<file path="src/rtl/and_rr_scheduler.sv">
// Round-robin scheduler that time-shares one DW-bit AND unit among N_REQ
// requesters, returning each result tagged with the owning requester's index.
module and_rr_scheduler #(
  parameter int N_REQ = 4,
  parameter int DW    = 8,
  parameter int IDW   = $clog2(N_REQ)
) (
  input  logic                clk,
  input  logic                rst,
  input  logic [N_REQ-1:0]    req_valid,
  output logic [N_REQ-1:0]    req_ready,
  input  logic [N_REQ*DW-1:0] req_a,
  input  logic [N_REQ*DW-1:0] req_b,
  output logic                rsp_valid,
  input  logic                rsp_ready,
  output logic [IDW-1:0]      rsp_id,
  output logic [DW-1:0]       rsp_data,
  output logic                alu_enable,
  output logic [DW-1:0]       alu_a,
  output logic [DW-1:0]       alu_b,
  input  logic [DW-1:0]       alu_out,
  output logic                busy
);

  typedef enum logic [1:0] {
    IDLE    = 2'd0,
    ISSUE   = 2'd1,
    CAPTURE = 2'd2,
    RESP    = 2'd3
  } state_t;

  state_t         state;
  state_t         state_nxt;
  logic [IDW-1:0] last_grant;
  logic [IDW-1:0] grant_idx;
  logic           grant_found;
  logic           accept;
  int             cand;

  // Search starts one past the previous winner and wraps, so every
  // continuously valid requester is reached within N_REQ grants.
  always_comb begin
    // NOTE: every always_comb output gets a default first so no path leaves
    // it unassigned, which would otherwise infer a latch.
    grant_idx   = '0;
    grant_found = 1'b0;
    cand        = 0;
    for (int i = 1; i <= N_REQ; i++) begin
      cand = int'(last_grant) + i;
      if (cand >= N_REQ) cand = cand - N_REQ;
      if (!grant_found && req_valid[cand[IDW-1:0]]) begin
        grant_found = 1'b1;
        grant_idx   = cand[IDW-1:0];
      end
    end
  end

  assign accept    = (state == IDLE) && grant_found;
  assign req_ready = accept ? (N_REQ'(1) << grant_idx) : '0;
  assign rsp_valid = (state == RESP);
  assign busy      = (state != IDLE);

  always_comb begin
    state_nxt = state;
    case (state)
      IDLE:    if (accept) state_nxt = ISSUE;
      ISSUE:   state_nxt = CAPTURE;
      CAPTURE: state_nxt = RESP;
      RESP:    if (rsp_ready) state_nxt = IDLE;
      default: state_nxt = IDLE;
    endcase
  end

  // NOTE: sequential state uses non-blocking assignments so every register
  // samples pre-edge values regardless of statement order.
  always_ff @(posedge clk or posedge rst) begin
    if (rst) begin
      state      <= IDLE;
      last_grant <= IDW'(N_REQ - 1);
      rsp_id     <= '0;
      rsp_data   <= '0;
      alu_enable <= 1'b0;
      alu_a      <= '0;
      alu_b      <= '0;
    end else begin
      state <= state_nxt;
      case (state)
        IDLE: begin
          if (accept) begin
            alu_a  <= req_a[grant_idx*DW +: DW];
            alu_b  <= req_b[grant_idx*DW +: DW];
            rsp_id <= grant_idx;
          end
        end
        // The AND unit evaluates on any edge of enable, so toggling is the trigger.
        ISSUE:   alu_enable <= ~alu_enable;
        CAPTURE: rsp_data   <= alu_out;
        RESP:    if (rsp_ready) last_grant <= rsp_id;
        default: ;
      endcase
    end
  end

endmodule

</file>
<file path="config.mk">
export PLATFORM = sky130hd
export DESIGN_NAME = and_rr_scheduler
export DESIGN_NICKNAME = d
export VERILOG_FILES = /design/src/rtl/and_rr_scheduler.sv
export SDC_FILE = /design/constraint.sdc
export NUM_CORES = 1
export LEC_CHECK = 0
export CAP_MARGIN = 20
export CORE_ASPECT_RATIO = 0.7
export CORE_MARGIN = 2
export CORE_UTILIZATION = 55
export CTS_BUF_LIST = sky130_fd_sc_hd__clkbuf_4
export DETAILED_ROUTE_END_ITERATION = 10
export DONT_BUFFER_PORTS = 1
export MAX_ROUTING_LAYER = met4
export PLACE_DENSITY = 0.7
export SLEW_MARGIN = 20
export SYNTH_ARGS = -nofsm -noshare
export SYNTH_HDL_FRONTEND = slang
export SYNTH_SLANG_ARGS = --single-unit
</file>
<file path="constraint.sdc">
create_clock -name clk -period 2.4 [get_ports clk]
set_clock_uncertainty 0.2 [all_clocks]
set_input_delay 0.24 -clock clk [delete_from_list [all_inputs] [get_ports clk]]
set_output_delay 0.24 -clock clk [all_outputs]
set_load 0.03 [all_outputs]
</file>
==> reports/qor.yml <==
fp.dieH_um: 53.6
overflow: 0
post-place-ws_ns: 0.300
grt_util_all_layers_pct: 33.6
synthCells: 177
arrival_ns: 1.96
crit_chain: "and2b_4, o311a_4, nor3_4, and2_4, buf_6"
hp-class: "in -> reg"
htree_levels: 2
dp_hpwl_um: 3650
std_cell_rows: 17
netlist_area_sq_mm: 0.00193
crit_path_start: "last_grant[0]"
yosysWarningCount: 0
slowest_stage: "dfstp_2"
multi_input_area_sq_mm: 0.00108
clkSinkCount: 31
critPathMaxFanout: 3
grt_pass1_wl_um: 9380
gp_congestion: 0.817
drt_iter0_drc: 105
io_pins: 112
area.growth.synth_to_final_pct: 40.8
p_per_area_mw_per_mm2: 1240
core-area_sq_mm: 0.00325
die-area_sq_mm: 0.00401
grt_max_degree: 21
ant_nets: 0
grt_pass1_vias: 1885
design_area_sq_mm: 0.00272
critPathMaxStageDelay_ns: 0.55
clk_pin_slew_ns: 0.11
num_vias: 1849
drive_gt1_share_pct: 25.0
clkLatencyLatePin_ns: 0.34
post-route-drc-count: 0
ys_types: 34
clock_path_buffers: 2
rsz0062_at_grt: "true"
finalCritPeriodShare_pct: 99.8
worstSetupPathType: "reg -> out"
synth_seq_cells: 31
fin_util_pct: 83.7
ir_drop_uv: 930
cts_made_buffers: 5
fp.dieW_um: 74.9
finalNetCount: 331
fmax_ghz: 0.417
setup_slack_ns: 0.00384
start_util_pct: 59.4
endpoint_kind: "primary output"
avgRoutedWirePerCell_um: 21.3
finalSetupViolations: 0
syn_nets: 261
outcome: "complete, no violations"
wirelength_um: 6310
worstPathRequired_ns: 1.96
post_dp_cell_area_sq_mm: 0.00200
synth_area_leaders: "dfrtp_1, a211oi_1, mux2i_1"
yosysTopAreaCell: "dfrtp_1"
viasPerCell: 6.25
finalHoldViolCount: 0
startpoint_type: "flop"
leakage_uw: 0.00113
seq_area_frac_synth_pct: 40.2
syn_area_per_cell_sq_um: 10.9
yosysTopAreaCellShare_pct: 37.5
worstHoldStart: "req_a[29]"
finalMaxSlewViolations: 0
n_fill_cell: 169
reg2reg_from: "last_grant[0]"
firstDrtPassIters: 4
ff_latch_area_sq_um: 778
cts_root_buffer: "clkbuf_4"
port-buffer-count: 0
antenna_found_initial: 0
worst_pin_slew_ns: 0.458
cts_tree: "built"
min_period_ns: 2.40
relSlewSlack_pct: 69.5
holdWs_ns: 0.0101
max-cap-violations: 0
kinds of logic (layout without fill, tap and decap cells):
group	Yosys count	in the layout	share of synthesized area [%]
other	0	1	0
buffers and inverters	17	88	5.24
adders and majority gates	5	5	3.23
xor gates and xnor gates	1	1	0.453
DFF	31	31	40.2
AOI/OAI and AO/OA	43	43	18.5
and+or+nand+nor	55	55	18.8
muxes	25	25	13.5
critical path, delay by kind of cell, from the launching register on:
family | cells | cell delay, ns
AO/OA/AOI/OAI | 1 | 0.33
buffers and inverters | 1 | 0.12
flip-flops | 1 | 0.55
AND/OR/NAND/NOR | 3 | 0.61
registers in the layout (all words and copies together), names as in the netlist:
name	count
rsp_id	2
rsp_data	8
alu_enable	1
alu_b	8
state	2
alu_a	8
last_grant	2
area by class of cell:
type / count / share of cell area (%)
multi-input combinational: 129 / 39.8
sequential: 31 / 28.6
timing repair buffer: 74 / 25.8
tap: 47 / 2.16
clock inverter: 3 / 1.42
clock buffer: 5 / 1.38
inverter: 6 / 0.827
antenna: 1 / 0.0919
where the power goes:
part	switching (uW)	total [uW]	internal, uW
registers	664	1460	798
logic	825	1500	678
clock network	200	414	214
total	1690	3380	1690
cells in the final DEF (no fill, tap or decap):
cell,synthesis,final
clkinv_1,0,1
xor2_1,1,1
mux2_2,9,9
o311a_4,0,1
o21ai_4,2,2
and2_2,1,1
a21oi_1,2,2
inv_2,0,1
and2b_4,1,1
and2_4,0,1
buf_4,1,16
inv_1,6,5
nor2b_1,2,2
nor2_1,22,21
or3b_1,1,1
nor2_2,0,1
nor4_2,1,1
mux2i_1,16,16
clkinv_2,0,1
and2b_1,2,2
nor3_4,1,1
ha_1,5,5
dlygate4sd3_1,0,57
or2_2,1,1
nand3_4,0,1
o21ai_1,1,1
buf_6,0,1
a211oi_1,25,25
bufinv_16,0,1
nand2_4,0,1
and4_1,10,10
and4_2,6,6
diode_2,0,1
o21ai_0,5,5
nand2_1,3,3
clkbuf_4,0,5
a211oi_2,7,7
dfstp_2,2,2
and3_4,1,1
dfrtp_1,29,29
metrics by stage:
step / std cells / total power, uW / setup TNS [ns]
final: 296 / 3380 / 0
after global routing: 295 / 3550 / -0.117
after CTS: 294 / 3300 / -0.0711
after detailed placement: 225 / 2750 / 0
after global placement: 225 / 2670 / 0
after floorplan: 177 / 2490 / 0
per-layer routing:
metal  vias up  global-route usage, %  wire [um]
li1        805                      -          -
met1       896                   40.4       2500
met2       120                   51.6       3040
met3        28                   9.36        545
met4         0                   18.5        224
met5         -                      -          0
timing repair:
item	4_1_cts	5_1_grt
pin swaps	2	2
hold endpoints to repair	37	0
setup buffers	4	1
resized for setup	5	2
endpoints found under the setup margin	4	4
hold buffers	57	0
path summary, 6_finish.rpt:
path / end / slack, ns / cells after the start
max in group asynchronous: last_grant[0] / 1.15 / 3
setup / recovery: req_ready[1] / 0.004 / 5
setup reg to reg: alu_a[2] / 0.31 / 6
hold reg to reg: last_grant[1] / 0.34 / 2
min in group asynchronous: alu_a[7] / 0.14 / 2
hold / removal: alu_a[5] / 0.01 / 2
synthesized netlist by cell type:
cell type / n
ha_1: 5
and2_2: 1
and4_1: 10
buf_12: 2
nand3_2: 1
or2_2: 1
o311a_1: 1
and2_1: 1
o21ai_4: 2
and2b_1: 2
mux2_2: 9
o21ai_1: 1
and2b_4: 1
and4_2: 6
dfstp_2: 2
and3_4: 1
or3b_1: 1
inv_1: 6
buf_4: 1
a211oi_2: 7
buf_2: 1
nor4_2: 1
xor2_1: 1
a211oi_1: 25
nand2_1: 3
nor2b_1: 2
nor3_4: 1
dfrtp_1: 29
nor2_1: 22
clkbuf_1: 7
mux2i_1: 16
o21ai_0: 5
a21oi_1: 2
nand2_2: 1
(Power assumes the default switching activity.)
